===== src/rtl/axi_master_bridge.sv =====
// axi_master_bridge
// Turns the cache arbiter's level-held burst request/beat interface into AXI4
// master AR/R/AW/W/B channels. The read and write engines run independently.
// Optional build macro: AXI_BRIDGE_ERR_CNT_EN adds a sticky error flag and a
// saturating response-error counter; without it err_o/err_cnt_o are tied low.
module axi_master_bridge #(
  parameter int AXI_ID_W  = 4,
  parameter int RD_ID     = 0,
  parameter int WR_ID     = 1,
  parameter int ERR_CNT_W = 16
) (
  input  logic                 clk,
  input  logic                 rst,
  input  logic                 ce_i,
  // read request / beat return
  input  logic                 ren_i,
  input  logic [31:0]          raddr_i,
  input  logic [7:0]           rlen_i,
  input  logic                 rready_i,
  output logic [31:0]          rdata_o,
  output logic                 rdata_valid_o,
  // write request / current beat
  input  logic                 wen_i,
  input  logic [31:0]          waddr_i,
  input  logic [31:0]          wdata_i,
  input  logic [3:0]           wsel_i,
  input  logic [7:0]           wlen_i,
  input  logic                 wlast_i,
  input  logic                 wvalid_i,
  output logic                 wdata_resp_o,
  // AXI read address
  output logic [AXI_ID_W-1:0]  m_arid,
  output logic [31:0]          m_araddr,
  output logic [7:0]           m_arlen,
  output logic [2:0]           m_arsize,
  output logic [1:0]           m_arburst,
  output logic                 m_arvalid,
  input  logic                 m_arready,
  // AXI read data
  input  logic [AXI_ID_W-1:0]  m_rid,
  input  logic [31:0]          m_rdata,
  input  logic [1:0]           m_rresp,
  input  logic                 m_rlast,
  input  logic                 m_rvalid,
  output logic                 m_rready,
  // AXI write address
  output logic [AXI_ID_W-1:0]  m_awid,
  output logic [31:0]          m_awaddr,
  output logic [7:0]           m_awlen,
  output logic [2:0]           m_awsize,
  output logic [1:0]           m_awburst,
  output logic                 m_awvalid,
  input  logic                 m_awready,
  // AXI write data
  output logic [31:0]          m_wdata,
  output logic [3:0]           m_wstrb,
  output logic                 m_wlast,
  output logic                 m_wvalid,
  input  logic                 m_wready,
  // AXI write response
  input  logic [AXI_ID_W-1:0]  m_bid,
  input  logic [1:0]           m_bresp,
  input  logic                 m_bvalid,
  output logic                 m_bready,
  // response-error status
  output logic                 err_o,
  output logic [ERR_CNT_W-1:0] err_cnt_o
);

  typedef enum logic [1:0] {R_IDLE, R_ADDR, R_DATA} rd_state_t;
  typedef enum logic [2:0] {W_IDLE, W_ADDR, W_DATA, W_GAP, W_RESP} wr_state_t;

  rd_state_t   r_state, r_state_nxt;
  wr_state_t   w_state, w_state_nxt;
  logic [8:0]  r_beat;
  logic [7:0]  w_beat;
  logic        r_accept, r_hs, r_len_err;
  logic        w_accept, w_hs, w_last, b_hs;

  assign m_arid    = AXI_ID_W'(RD_ID);
  assign m_awid    = AXI_ID_W'(WR_ID);
  assign m_arsize  = 3'b010;
  assign m_awsize  = 3'b010;
  assign m_arburst = 2'b01;
  assign m_awburst = 2'b01;

  // A request is not taken while the previous burst's final pulse is still
  // visible: the arbiter only drops its level-held request after seeing it.
  assign r_accept  = (r_state == R_IDLE) && ce_i && ren_i && !rdata_valid_o;
  assign r_hs      = (r_state == R_DATA) && m_rvalid;
  assign r_len_err = r_hs && m_rlast && (r_beat != {1'b0, m_arlen});

  assign w_accept  = (w_state == W_IDLE) && ce_i && wen_i && !wdata_resp_o;
  assign w_hs      = (w_state == W_DATA) && m_wready;
  assign w_last    = (w_beat == m_awlen);
  assign b_hs      = (w_state == W_RESP) && m_bvalid;

  assign m_wdata   = wdata_i;
  assign m_wstrb   = wsel_i;

  // Read and write state registers
  always_ff @(posedge clk) begin
    if (rst) begin
      r_state <= R_IDLE;
      w_state <= W_IDLE;
    end else begin
      r_state <= r_state_nxt;
      w_state <= w_state_nxt;
    end
  end

  // Read next state and AR/R handshake outputs
  always_comb begin
    r_state_nxt = r_state;
    m_arvalid   = 1'b0;
    m_rready    = 1'b0;
    case (r_state)
      R_IDLE: if (r_accept) r_state_nxt = R_ADDR;
      R_ADDR: begin
        m_arvalid = 1'b1;
        if (m_arready) r_state_nxt = R_DATA;
      end
      R_DATA: begin
        m_rready = 1'b1;
        if (m_rvalid && m_rlast) r_state_nxt = R_IDLE;
      end
      default: r_state_nxt = R_IDLE;
    endcase
  end

  // Write next state and AW/W/B handshake outputs
  always_comb begin
    w_state_nxt = w_state;
    m_awvalid   = 1'b0;
    m_wvalid    = 1'b0;
    m_wlast     = 1'b0;
    m_bready    = 1'b0;
    case (w_state)
      W_IDLE: if (w_accept) w_state_nxt = W_ADDR;
      W_ADDR: begin
        m_awvalid = 1'b1;
        if (m_awready) w_state_nxt = W_DATA;
      end
      W_DATA: begin
        m_wvalid = 1'b1;
        m_wlast  = w_last;
        if (m_wready) w_state_nxt = w_last ? W_RESP : W_GAP;
      end
      W_GAP: w_state_nxt = W_DATA;
      W_RESP: begin
        m_bready = 1'b1;
        if (m_bvalid) w_state_nxt = W_IDLE;
      end
      default: w_state_nxt = W_IDLE;
    endcase
  end

  // Request capture and beat counters; restarted on every accepted request
  always_ff @(posedge clk) begin
    if (r_accept) begin
      m_araddr <= raddr_i;
      m_arlen  <= rlen_i;
      r_beat   <= '0;
    end else if (r_hs) begin
      r_beat   <= r_beat + 9'd1;
    end
    if (w_accept) begin
      m_awaddr <= waddr_i;
      m_awlen  <= wlen_i;
      w_beat   <= '0;
    end else if (w_hs && !w_last) begin
      w_beat   <= w_beat + 8'd1;
    end
  end

  // Registered per-beat pulses: read data, and write completions (the gap
  // cycle after each non-final beat, and the cycle after B for the final one)
  always_ff @(posedge clk) begin
    if (rst) begin
      rdata_o       <= '0;
      rdata_valid_o <= 1'b0;
      wdata_resp_o  <= 1'b0;
    end else begin
      rdata_valid_o <= r_hs;
      if (r_hs) rdata_o <= m_rdata;
      wdata_resp_o  <= (w_hs && !w_last) || b_hs;
    end
  end

  logic unused_inputs;
  assign unused_inputs = ^{rready_i, wlast_i, wvalid_i, m_rid, m_bid};

`ifdef AXI_BRIDGE_ERR_CNT_EN
  logic [2:0] err_inc;
  assign err_inc = 3'(r_hs & m_rresp[1]) + 3'(r_len_err) + 3'(b_hs & m_bresp[1]);

  function automatic logic [ERR_CNT_W-1:0] sat_add(input logic [ERR_CNT_W-1:0] a,
                                                   input logic [2:0]           inc);
    logic [ERR_CNT_W:0] sum;
    sum = {1'b0, a} + {{(ERR_CNT_W-2){1'b0}}, inc};
    return sum[ERR_CNT_W] ? '1 : sum[ERR_CNT_W-1:0];
  endfunction

  // Sticky error flag and saturating error counter
  always_ff @(posedge clk) begin
    if (rst) begin
      err_o     <= 1'b0;
      err_cnt_o <= '0;
    end else begin
      if (err_inc != 3'd0) err_o <= 1'b1;
      err_cnt_o <= sat_add(err_cnt_o, err_inc);
    end
  end

  logic unused_resp;
  assign unused_resp = ^{m_rresp[0], m_bresp[0]};
`else
  assign err_o     = 1'b0;
  assign err_cnt_o = '0;

  logic unused_resp;
  assign unused_resp = ^{m_rresp, m_bresp, r_len_err};
`endif

endmodule


===== config.mk =====
export PLATFORM = sky130hd
export DESIGN_NAME = axi_master_bridge
export DESIGN_NICKNAME = d
export VERILOG_FILES = /design/src/rtl/axi_master_bridge.sv
export SDC_FILE = /design/constraint.sdc
export NUM_CORES = 1
export LEC_CHECK = 0
export CAP_MARGIN = 20
export CELL_PAD_IN_SITES_DETAIL_PLACEMENT = 0
export CELL_PAD_IN_SITES_GLOBAL_PLACEMENT = 2
export CORE_ASPECT_RATIO = 0.8
export CORE_UTILIZATION = 17
export DETAILED_ROUTE_END_ITERATION = 8
export GPL_ROUTABILITY_DRIVEN = 0
export MAX_ROUTING_LAYER = met4
export PLACE_DENSITY = 0.74
export SYNTH_ARGS = -nofsm -noshare
export SYNTH_HDL_FRONTEND = slang
export SYNTH_SLANG_ARGS = --single-unit
export TNS_END_PERCENT = 30

===== constraint.sdc =====
create_clock -name clk -period 5.5 [get_ports clk]
set_clock_uncertainty 0.2 [all_clocks]
set_input_delay 1.1 -clock clk [delete_from_list [all_inputs] [get_ports clk]]
set_output_delay 1.1 -clock clk [all_outputs]
set_load 0.01 [all_outputs]

**Word level (Yosys, flattened, before mapping)**

Cells that the tools add are included.

- Bits in registers: 127
- Bits in latches: 0
- Memory bits (writable): 0
- Memory bits (read-only): 0
- Output and inout bits: 191
- Memories kept: 0

- Add/sub/neg operators: 1
- $mul: 0
- Divide/modulo/power cells: 0
- Magnitude comparators: 0
- Equal/unequal tests: 14
- Shifts and indexed selects: 0
- Mux-type cells: 16
- Bitwise gates (word level): 0
- Reduce and logical (&&, ||, !) cells: 19

Operators with widths:

| operator | count |
|---|---|
| $mux 3 | 5 |
| $pmux 3 s5 | 1 |
| $ne 2x2->1 const B | 6 |
| $logic_and 1x1->1 | 11 |
| $add 8x1->8 const B | 1 |
| $eq 8x8->1 | 1 |
| $eq 3x2->1 const B | 2 |
| $mux 1 | 6 |
| $mux 2 | 3 |
| $pmux 2 s3 | 1 |
| $reduce_and 4->1 | 1 |
| $eq 3x1->1 const B | 1 |
| $eq 3x3->1 const B | 1 |
| $logic_not 1->1 | 3 |
| $logic_not 3->1 | 1 |
| $reduce_and 3->1 | 1 |
| $eq 2x1->1 const B | 1 |
| $eq 2x2->1 const B | 1 |
| $logic_not 2->1 | 1 |
| $ne 2x1->1 const B | 1 |
| $logic_or 1x1->1 | 1 |

**Longest topological paths before layout**

- Depth after elaboration: 6
- Gate-level depth with buffers: 7
- Gate-level depth less buffers: 5

**Worst setup path before layout**

OpenSTA, ideal clock, no wires.

- Kind: input port to flip-flop
- From: input ren_i
- To: register m_araddr[0], enable pin
- Library setup time: 0.540 ns
- Arrival: 5.013 ns
- Data required time: 4.760 ns
- Setup slack: -0.253 ns
- Cell stages on the path: 2
- Buffers on the path: 0
- Path through: nand2_1 nor4_1

- Word-level cells in the longest chain between the ends: 2

RTL lines:

| what | RTL line | RTL |
|---|---|---|
| from (decl) | 16 | `input logic ren_i,` |
| $logic_and 1x1->1 (2 in series) | 89 | `assign r_accept = (r_state == R_IDLE) && ce_i && ren_i && !rdata_valid_o;` |
| via r_accept | 77 | `logic r_accept, r_hs, r_len_err;` |
| to (signal assigned) | 161 | `m_araddr <= raddr_i;` |
| to (decl) | 33 | `output logic [31:0] m_araddr,` |

The timed path passes the listed nets, and every way through them passes these cells.
A chain may end at the register's enable or synchronous reset.

**Final worst setup path**

- From: register w_beat[2]
- To: output m_wlast

- Word-level cells in the longest chain between the ends: 2

RTL lines:

| what | RTL line | RTL |
|---|---|---|
| from (decl) | 76 | `logic [7:0] w_beat;` |
| from (signal assigned) | 172 | `w_beat <= w_beat + 8'd1;` |
| $eq 8x8->1 | 95 | `assign w_last = (w_beat == m_awlen);` |
| $mux 1 | 138 | `case (w_state)` |
| to (decl) | 57 | `output logic m_wlast,` |

No other way between the ends.

==> impl_metrics.csv <==
group,metric,value,unit
run_status,outcome,"finished clean",
clocking,cts_tree,"done",
global_routing,grt_pass1_vias,3565,
global_routing,overflow,0,
synthesis,yosys_register_bits,127,
clocking,cts_sinks,127,
detailed_routing,vias,3449,
synthesis,syn_area,0.00486,sq mm
synthesis,synth_edf_count,80,
synthesis,postSynthAreaPerCell,12.4,sq um
clocking,worstSkewPairLatency,0.42,ns
clocking,root_buffer,"clkbuf_16",
layout,area_growth,63.2,%
power_and_ir_drop,p_per_area,325,mW/mm^2
placement,numPortBuffers,242,
placement,hpwl,10.0,mm
sta,setup_viol_count_final,0,
layout,antennaDiodeCount,0,
setup_path,critPathCaptureType,"primary output",
detailed_routing,wl,13.6,mm
detailed_routing,via_per_inst,3.51,
die,ios,365,
placement,place_area,0.00730,sq mm
sta,hold_violations,0,
layout,finalInstanceArea,0.00793,sq mm
die,die-area,0.0293,sq mm
synthesis,async_flop_share,0,
sta,clock.fmax,286,MHz
clocking,cts_setup_buffers,0,
placement,place_inst,950,
die,core,0.0277,sq mm
power_and_ir_drop,p_leak,2.71,nW
setup_path,crit_arrival,2.19,ns
synthesis,yosysWarnings,0,
layout,drive_gt1_frac,0.0630,
synthesis,ys.flop_type,"edfxtp_1",
worst_hold_path,hold_class,"reg2reg",
synthesis,synth_common_cells,"edfxtp_1, nand2_1, buf_4, dfxtp_1, a21oi_1",
setup_path,crit_type,"reg2out",
synthesis,yosysUniqueCellTypes,36,
synthesis,synthCells,393,
clocking,worst_setup_hold_path_clk_slew,0.07,ns
synthesis,yosysMostFrequentCell,"edfxtp_1",
sta,report.final.slew_viol_count,0,
die,rows,54,
global_routing,grt_usage,0.0969,
clocking,cts_resized,0,
global_routing,grt_pass1_wl,20.3,mm
sta,grt_setup_unrepaired,"no",
detailed_routing,ant_nets,0,
detailed_routing,wl_per_cell,13.9,um
clocking,clockBufferDepth,2,
setup_path,worstPathMaxFanout,6,
clocking,cts_made_buffers,17,
detailed_routing,dr.pass1.iters,6,
global_routing,grt_max_degree,43,
setup_path,r2r_setup_slack,3.07,ns
setup_path,cp-start-kind,"flop",
synthesis,netlist_top_cells_area,"edfxtp_1, dfxtp_1, buf_4, nand2_1, a21oi_1",
layout,final_cells,983,
clocking,ctsHoldBuffers,0,
detailed_routing,drtIter0Drc,178,
synthesis,yosys.area.top_type,"edfxtp_1",
sta,tns,0,ns
sta,finalCritPeriodShare,0.635,
clocking,cts_htree_levels,4,
layout,final_nets,781,
sta,tightest_slew,0.871,ns
die,die_h,153,um
synthesis,ys_seq_area_frac,0.688,
sta,layout_min_cycle_time,3.49,ns
layout,postLayoutCoreUtil,0.286,
die,die_w,191,um
die,start_util,0.175,
setup_path,crit_required,4.20,ns
power_and_ir_drop,ir_worst_vdd,0.204,mV
job,cap_violations,0,
synthesis,synth_top_cell_area_share,0.494,
sta,maxSlewHeadroom,0.419,
global_routing,grt_antenna_before_repair,0,
detailed_routing,drc,0,
[cells by family (layout without fill, tap and decap cells)]
group / count (synthesis) / after routing / share of synthesized area
flops: 127 / 127 / 0.688
simple gates: 109 / 109 / 0.100
buf+inv: 90 / 283 / 0.128
compound gates: 54 / 54 / 0.0608
xor+xnor: 8 / 8 / 0.0144
other cells: 2 / 35 / 0.00155
mux: 2 / 2 / 0.00412
fa+ha+maj: 1 / 1 / 0.00257
[cell type report]
class	instances	area, sq um
clock buffer	19	433
fill	2893	19800
clock inverter	13	188
timing repair buffer	247	2470
multi-input combinational	209	1030
inverter	4	15.0
tap	364	455
sequential	127	3340
[worst max-delay path, stage by stage, from the launching register on]
cell and delay (ns):
dfxtp_1 0.45, xnor2_1 0.15, nand4_1 0.16, nor2_1 0.27
and2_1 0.17, clkdlybuf4s50_1 0.56
[where the power goes]
group | switching, mW | internal [mW]
Combinational | 0.113 | 0.164
Sequential | 0.0339 | 1.07
Clock | 0.439 | 0.761
[placed cells by master, fill, tap and decap left out, types with 4 or more instances in the layout]
master,count
dfxtp_1,47
a21oi_1,39
xnor2_1,8
o211ai_1,4
nand3_1,6
clkbuf_16,17
buf_4,4
conb_1,35
nor2_1,9
bufinv_16,4
edfxtp_1,80
clkdlybuf4s50_1,242
o21ai_0,6
nand2_1,74
[path summary, 6_finish.rpt]
kind                  end  cells after the start         from
max               m_wlast                      5    w_beat[2]
min reg2reg   rdata_o[19]                      2  rdata_o[19]
min           rdata_o[19]                      2  rdata_o[19]
max reg2reg  m_awaddr[31]                      2   w_state[2]
[flip-flops by register name, summed over array words and instances, names as in the netlist]
name / count
r_state: 2
w_state: 3
m_arlen: 8
w_beat: 8
rdata_valid_o: 1
m_awaddr: 32
m_araddr: 32
rdata_o: 32
wdata_resp_o: 1
m_awlen: 8
[per-layer routing]
layer	up-vias	GRT usage	wire, um
met2	185	0.143	6220
met4	0	0.0370	109
li1	1670	-	-
met5	-	-	0
met1	1581	0.111	5790
met3	13	0.0501	1530
[stage by stage]
step | setup slack, ns | power [mW] | hold WS [ns]
2_1_floorplan | 1.46 | 1.26 | 0.256
3_3_place_gp | 1.76 | 1.40 | 0.241
3_5_place_dp | 1.72 | 1.40 | 0.246
4_1_cts | 1.96 | 2.64 | 0.253
5_1_grt | 1.81 | 2.70 | 0.268
6_report | 2.01 | 2.58 | 0.251
No activity file was read; power rests on OpenSTA's default activity.
